<file path="src/rtl/rtype_mc_datapath.sv">
// rtype_mc_datapath
// Multi-cycle RV64-style R-type datapath: register file, decoder, ALU and
// registered writeback, sequenced IDLE -> DECODE -> EXEC -> WB.
//
// Ports
//   clk, rst          clock / synchronous active-high reset
//   instr_valid/ready instruction handshake (ready only in IDLE)
//   instr             32-bit R-type encoding
//   ld_en/addr/data   register preload port, honoured in IDLE only
//   done              one-cycle retire pulse
//   illegal/overflow  retire status, valid with done and held until next done
//   wb_rd/wb_data     retire destination and result, held until next done
//   dbg_addr/data     combinational register-file peek (x0 reads 0)
//
// state  | meaning
// IDLE   | ready for an instruction; preload port active
// DECODE | operands read from RF, op and illegal flag decoded
// EXEC   | ALU result and overflow captured
// WB     | RF write (unless illegal or x0), retire outputs loaded
module rtype_mc_datapath #(
   parameter int XLEN = 64,
   parameter int NREGS = 32,
   localparam int AW = $clog2(NREGS)
) (
   input  logic            clk,
   input  logic            rst,
   input  logic            instr_valid,
   output logic            instr_ready,
   input  logic [31:0]     instr,
   input  logic            ld_en,
   input  logic [AW-1:0]   ld_addr,
   input  logic [XLEN-1:0] ld_data,
   output logic            done,
   output logic            illegal,
   output logic            overflow,
   output logic [AW-1:0]   wb_rd,
   output logic [XLEN-1:0] wb_data,
   input  logic [AW-1:0]   dbg_addr,
   output logic [XLEN-1:0] dbg_data
);

   localparam logic [1:0] ST_IDLE   = 2'd0;
   localparam logic [1:0] ST_DECODE = 2'd1;
   localparam logic [1:0] ST_EXEC   = 2'd2;
   localparam logic [1:0] ST_WB     = 2'd3;

   localparam logic [2:0] OP_ADD  = 3'd0;
   localparam logic [2:0] OP_SUB  = 3'd1;
   localparam logic [2:0] OP_AND  = 3'd2;
   localparam logic [2:0] OP_OR   = 3'd3;
   localparam logic [2:0] OP_XOR  = 3'd4;
   localparam logic [2:0] OP_SLT  = 3'd5;
   localparam logic [2:0] OP_SLTU = 3'd6;

   logic [1:0]      state_q, state_d;
   logic [31:0]     ir_q;
   logic [XLEN-1:0] rf_q [NREGS];
   logic [XLEN-1:0] a_q, b_q, r_q;
   logic [2:0]      op_q, op_d;
   logic            illegal_q, illegal_d;
   logic            ovf_q, ovf_d;
   logic [XLEN-1:0] alu_res;

   logic            done_q, illegal_out_q, overflow_out_q;
   logic [AW-1:0]   wb_rd_q;
   logic [XLEN-1:0] wb_data_q;

   logic [AW-1:0]   rs1, rs2, rd;
   logic [6:0]      opcode, funct7;
   logic [2:0]      funct3;

   // Index bits above AW are dropped so a small register file aliases.
   assign rs1    = ir_q[15 +: AW];
   assign rs2    = ir_q[20 +: AW];
   assign rd     = ir_q[7 +: AW];
   assign opcode = ir_q[6:0];
   assign funct3 = ir_q[14:12];
   assign funct7 = ir_q[31:25];

   assign instr_ready = (state_q == ST_IDLE);
   assign dbg_data    = (dbg_addr == '0) ? '0 : rf_q[dbg_addr];

   assign done     = done_q;
   assign illegal  = illegal_out_q;
   assign overflow = overflow_out_q;
   assign wb_rd    = wb_rd_q;
   assign wb_data  = wb_data_q;

   always_comb begin
      state_d = state_q;
      unique case (state_q)
         ST_IDLE:   if (instr_valid) state_d = ST_DECODE;
         ST_DECODE: state_d = ST_EXEC;
         ST_EXEC:   state_d = ST_WB;
         default:   state_d = ST_IDLE;
      endcase
   end

   always_comb begin
      op_d      = OP_ADD;
      illegal_d = 1'b1;
      if (opcode == 7'b0110011) begin
         unique case ({funct7, funct3})
            10'b0000000_000: begin op_d = OP_ADD;  illegal_d = 1'b0; end
            10'b0100000_000: begin op_d = OP_SUB;  illegal_d = 1'b0; end
            10'b0000000_111: begin op_d = OP_AND;  illegal_d = 1'b0; end
            10'b0000000_110: begin op_d = OP_OR;   illegal_d = 1'b0; end
            10'b0000000_100: begin op_d = OP_XOR;  illegal_d = 1'b0; end
            10'b0000000_010: begin op_d = OP_SLT;  illegal_d = 1'b0; end
            10'b0000000_011: begin op_d = OP_SLTU; illegal_d = 1'b0; end
            default: ;
         endcase
      end
   end

   always_comb begin
      alu_res = '0;
      ovf_d   = 1'b0;
      unique case (op_q)
         OP_ADD: begin
            alu_res = a_q + b_q;
            ovf_d   = (a_q[XLEN-1] == b_q[XLEN-1]) && (alu_res[XLEN-1] != a_q[XLEN-1]);
         end
         OP_SUB: begin
            alu_res = a_q - b_q;
            ovf_d   = (a_q[XLEN-1] != b_q[XLEN-1]) && (alu_res[XLEN-1] != a_q[XLEN-1]);
         end
         OP_AND:  alu_res = a_q & b_q;
         OP_OR:   alu_res = a_q | b_q;
         OP_XOR:  alu_res = a_q ^ b_q;
         OP_SLT:  alu_res = {{(XLEN-1){1'b0}}, ($signed(a_q) < $signed(b_q))};
         OP_SLTU: alu_res = {{(XLEN-1){1'b0}}, (a_q < b_q)};
         default: ;
      endcase
   end

   always_ff @(posedge clk) begin
      if (rst) begin
         state_q        <= ST_IDLE;
         ir_q           <= '0;
         a_q            <= '0;
         b_q            <= '0;
         r_q            <= '0;
         op_q           <= OP_ADD;
         illegal_q      <= 1'b0;
         ovf_q          <= 1'b0;
         done_q         <= 1'b0;
         illegal_out_q  <= 1'b0;
         overflow_out_q <= 1'b0;
         wb_rd_q        <= '0;
         wb_data_q      <= '0;
         for (int i = 0; i < NREGS; i++) rf_q[i] <= '0;
      end else begin
         state_q <= state_d;
         done_q  <= 1'b0;
         unique case (state_q)
            ST_IDLE: begin
               if (ld_en && (ld_addr != '0)) rf_q[ld_addr] <= ld_data;
               if (instr_valid) ir_q <= instr;
            end
            ST_DECODE: begin
               a_q       <= (rs1 == '0) ? '0 : rf_q[rs1];
               b_q       <= (rs2 == '0) ? '0 : rf_q[rs2];
               op_q      <= op_d;
               illegal_q <= illegal_d;
            end
            ST_EXEC: begin
               r_q   <= alu_res;
               ovf_q <= ovf_d;
            end
            default: begin
               if (!illegal_q && (rd != '0)) rf_q[rd] <= r_q;
               done_q         <= 1'b1;
               wb_rd_q        <= rd;
               wb_data_q      <= illegal_q ? '0 : r_q;
               illegal_out_q  <= illegal_q;
               overflow_out_q <= ovf_q & ~illegal_q;
            end
         endcase
      end
   end

endmodule

</file>
<file path="config.mk">
export PLATFORM = sky130hd
export DESIGN_NAME = rtype_mc_datapath
export DESIGN_NICKNAME = d
export VERILOG_FILES = /design/src/rtl/rtype_mc_datapath.sv
export SDC_FILE = /design/constraint.sdc
export NUM_CORES = 2
export LEC_CHECK = 0
export CORE_AREA = 2 2 422 843
export CTS_BUF_LIST = sky130_fd_sc_hd__clkbuf_16
export DETAILED_ROUTE_END_ITERATION = 10
export DIE_AREA = 0 0 424 845
export SETUP_SLACK_MARGIN = 0.15
export SYNTH_ARGS = -nofsm -noshare
export SYNTH_HDL_FRONTEND = slang
export SYNTH_SLANG_ARGS = --single-unit
</file>
<file path="constraint.sdc">
create_clock -name clk -period 13.7 [get_ports clk]
set_input_delay 2.74 -clock clk [delete_from_list [all_inputs] [get_ports clk]]
set_output_delay 2.74 -clock clk [all_outputs]
set_load 0.1 [all_outputs]
</file>
== Word level (Yosys, flattened, before mapping) ==
Memory sizes are Yosys's and may differ from the RTL's. A register that Yosys moved wholly into a read port is not among the register bits.
Cells that the tools add are included.

* Register bits: 303
* Latch bits: 0
* RAM bits: 2,048
* Memory bits (read-only): 0
* Input port bits: 110
* Output and inout port bits: 137
* Memories: 1

{| class="wikitable"
|+ Memories
! memory !! words !! bits a word !! read ports !! clocked after memory_dff !! write ports !! RTL line !! RTL
|-
| rf_q || 32 || 64 || 3 || 2 || 32 || 57 || <nowiki>logic [XLEN-1:0] rf_q [NREGS];</nowiki>
|}

* Add/sub/neg operators: 2
* Multipliers: 0
* Div/mod/pow operators: 0
* Magnitude comparators: 2
* Equal/unequal tests: 20
* Shifts and indexed selects: 0
* Muxes and demuxes: 33
* Bitwise gates (word level): 5
* Reduce and logical (&&, ||, !) cells: 18

{| class="wikitable"
|+ Operator list
! cell !! count
|-
| $pmux W64 S7 || 1
|-
| $mux W64 || 6
|-
| $lt A64 B64 Y1 || 2
|-
| $reduce_or A64 Y1 || 2
|-
| $add A64 B64 Y64 || 1
|-
| $and A64 B64 Y64 || 1
|-
| $or A64 B64 Y64 || 1
|-
| $sub A64 B64 Y64 || 1
|-
| $xor A64 B64 Y64 || 1
|-
| $eq A10 B3 Y1 const B || 3
|-
| $mux W5 || 6
|-
| $eq A10 B2 Y1 const B || 2
|-
| $pmux W3 S6 || 1
|-
| $logic_not A5 Y1 || 3
|-
| $mux W1 || 15
|-
| $eq A10 B9 Y1 const B || 1
|-
| $logic_not A10 Y1 || 1
|-
| $reduce_bool A5 Y1 || 2
|-
| $eq A3 B3 Y1 const B || 3
|-
| $eq A7 B6 Y1 const B || 1
|-
| $reduce_or A7 Y1 || 1
|-
| $eq A3 B2 Y1 const B || 2
|-
| $pmux W2 S3 || 1
|-
| $logic_and A1 B1 Y1 || 4
|-
| other kinds (16) || 18
|}

== Logic depth before layout (Yosys ltp) ==
* Word-level depth: 9
* Depth in mapped cells: 15
* Depth with buffers taken out: 15

== Worst setup path before layout ==
OpenSTA, ideal clock, no wires.

* Path type: input port to output port
* Start: input dbg_addr[0]
* End: output dbg_data[58]
* Arrival time: 5.751 ns
* Data required time: 10.960 ns
* Slack: 5.209 ns
* Cell stages on the path: 7
* Cell sequence: clkbuf_1 > buf_1 > buf_1 > mux4_2 > mux4_2 > mux2i_1 > nor2_1

* Word-level cells in the longest chain between the ends: 2

{| class="wikitable"
|+ RTL lines
! item !! RTL line !! RTL
|-
| from (decl) || 38 || <nowiki>input logic [AW-1:0] dbg_addr,</nowiki>
|-
| $mem_v2 Z32 W64 / $logic_not A5 Y1 (equally long branches) || n/a ||
|-
| $mux W64 * || 81 || <nowiki>assign dbg_data = (dbg_addr == '0) ? '0 : rf_q[dbg_addr];</nowiki>
|-
| to (decl) || 39 || <nowiki>output logic [XLEN-1:0] dbg_data</nowiki>
|}

Mark *: on every way between the ends. The rest lies on a longest branch, timed or not.

== Final worst setup path ==
* Start: input dbg_addr[1]
* End: output dbg_data[6]

Same word-level chain as after synthesis.

==> impl_metrics.tcl <==
set metrics [dict create \
    cp-endpoint "dbg_data[6]" \
    reg2reg_from "state_q[1]" \
    die_x_um 424 \
    dr.pass1.iters 8 \
    pre_cts_ws_ps 3262 \
    p_leak_uw 0.05189 \
    top_level_ports 247 \
    p_int_uw 14840 \
    regArea_um2 67810 \
    worst_ep_required_time_ps 10960 \
    first_global_vias 104500 \
    cp-start-kind "primary input" \
    drcViolationCount 0 \
    power_uw 23300 \
    root_buffer "clkbuf_16" \
    drt_iter0_markers 17630 \
    finalWirelength_um 607300 \
    hold_viol 0 \
    ys_ff_latch 2361 \
    rsz0062_at_grt "no" \
    drive_gt1_share_pct 27.16 \
    numClockSinks 2361 \
    yosysWarnings 0 \
    crit_path_start "dbg_addr[1]" \
    combPwrFrac_pct 34.6 \
    setup_viol 0 \
    period_share_pct 76.64 \
    violations "slew limit" \
    hold_slack_ps 461.5 \
    critPathCaptureType "output pin" \
    tritoncts "built" \
    hold_start "ir_q[1]" \
    r2r_end "rf_q[12][37]" \
    peakVddDrop_uv 122.5 \
    synthCells 10190 \
    fin_nets 10310 \
    fin_skew_ps 110.4 \
    yosysSeqAreaShare_pct 48.26 \
    grt_pass1_wl_um 832000 \
    vias 104000 \
    seqPwrFrac_pct 37.2 \
    maxCapViolCount 0 \
    status "finished, violations left" \
    fin_setup_tns_ps 0 \
    postCtsSetupBuffers 0 \
    die_y_um 845 \
    yosysMostFrequentCell "nor2_1" \
    cts_hold_repair.buffers 0 \
    synth.distinct_cells 90 \
    route.detailed.wl_per_inst_um 40.96 \
    synth_top_area_cell "edfxtp_1" \
    max_slew_margin_pct -1.183 \
    hold_class "flop to flop" \
    die-area_um2 358300 \
    synth_edf_count 2048 \
    multiInputGateArea_um2 68940 \
    clock_latency_ps 1000 \
    overflow 0 \
    fill_cells 31220 \
    cts_htree_levels 4 \
    cp_max_fo 86 \
    min_period_ps 10500 \
    synth_ff_type "edfxtp_1" \
    clockPowerShare_pct 28.2 \
    grt_usage_pct 33.40 \
    synth.area.top_cells "edfxtp_1 (44%), mux4_2 (31%), nor2_1 (6.8%)" \
    p_sw_share_pct 36.29 \
    clk_pin_slew_worst_paths_ps 70 \
    vias_per_cell 7.016 \
    ys_async_sr_fraction_pct 0 \
    dp.final_hpwl_um 372500 \
    worstPathArrival_ps 7760 \
    syn-cell-area_um2 140400 \
    synthTopCellsByCount "nor2_1 (2541), edfxtp_1 (2048), mux4_2 (1920)" \
    antenna_left 0 \
    reg2reg_depth 11 \
    synth_top_cell_area_share_pct 43.79 \
    slew_violations 32 \
    max_clock_freq_mhz 95.24 \
    p_per_area_nw_per_um2 149.5 \
    gp_congestion 1.017 \
    power.switching_uw 8455 \
    grt_max_degree 144 \
    worst_slew_pin_slew_ps 1518 \
    clockBufferDepth 4 \
    syn_area_per_cell_um2 13.78 \
    regToRegSetupSlack_ps 7090 \
    fin_ws_ps 3201 \
    start_util_pct 39.96 \
    cts_resized 0 \
    crit_type "primary input to output pin" \
    antenna_found_initial 26 \
    syn_to_final_growth_pct 10.98 \
    rows 308 \
    portBuffers 246 \
    numCtsBuffers 226 \
    core_area_um2 351500 \
]
[worst max-delay path, cell delays in order]
cell and delay [ps]:
buf_8 600, buf_4 790, buf_4 1000, mux4_2 430, mux4_2 470, mux2i_1 370
nor2_1 100, clkdlybuf4s50_1 1020
[cell type report]
cell class / instances / area share [%]
Tap cell: 4650 / 3.733
Clock inverter: 181 / 1.057
Antenna cell: 13 / 0.02087
Timing Repair Buffer: 566 / 3.266
Sequential cell: 2361 / 43.51
Multi-Input combinational cell: 6619 / 44.23
Inverter: 208 / 0.5042
Clock buffer: 229 / 3.677
[routing by layer]
layer / vias to the layer above / track usage, % / part of all wire [%]
li1: 39160 / - / -
met1: 52920 / 38.04 / 31
met2: 9231 / 52.30 / 46
met3: 2706 / 8.614 / 12
met4: 10 / 28.78 / 11
met5: - / 0 / 0.0099
[worst min-delay path by stage]
stage / endpoint / cells past startpoint
after floorplan: ovf_q / 2
after global placement: ir_q[5] / 2
after detailed placement: ir_q[0] / 2
after CTS: ir_q[0] / 2
after global routing: ir_q[5] / 2
final: ir_q[1] / 2
[flip-flops by register name (all words and copies together), names as in the netlist, named ones only]
name and flops:
r_q 64, state_q 2, wb_data 64, overflow 1, a_q 64, b_q 64, ir_q 32, rf_q 2048
wb_rd 5, op_q 3, illegal_q 1, done 1, illegal 1, ovf_q 1
[through the flow]
step | util [%] | instance area [um2] | std cells
floorplan | - | 140700 | 10260
global placement | 42.24 | 148400 | 14400
detailed placement | 42.24 | 148400 | 14400
CTS | 44.33 | 155800 | 14810
global route | 44.33 | 155800 | 14820
finish | 44.34 | 155800 | 14830
[cells by family after synthesis]
| family | Yosys count | synth area share (%) |
|---|---|---|
| simple gates | 3079 | 8.606 |
| fa+ha+maj | 219 | 1.962 |
| mux | 2197 | 32.77 |
| buf+inv | 1277 | 3.432 |
| compound gates | 1016 | 4.698 |
| other cells | 1 | 0.002670 |
| xor+xnor | 44 | 0.2744 |
| flops | 2361 | 48.26 |
[power by group through the flow]
stage          Clock (uW)  Combinational, uW  Sequential (uW)
5_1_grt              6800               8320             8680
2_1_floorplan           0               5310             8540
3_3_place_gp            0               7800             8770
4_1_cts              6590               7880             8640
6_report             6570               8070             8660
3_5_place_dp            0               7860             8790
[cells in the final DEF, fill, tap and decap left out, drive strengths merged, types with 162 or more instances in the layout]
cell           count
a21oi            409
inv              256
o21ai            162
mux4            1920
edfxtp          2048
nand2            306
clkbuf           230
ha               217
buf              325
dfxtp            313
clkdlybuf4s50    240
mux2i            276
nor2            2542
(Power assumes the default switching activity.)
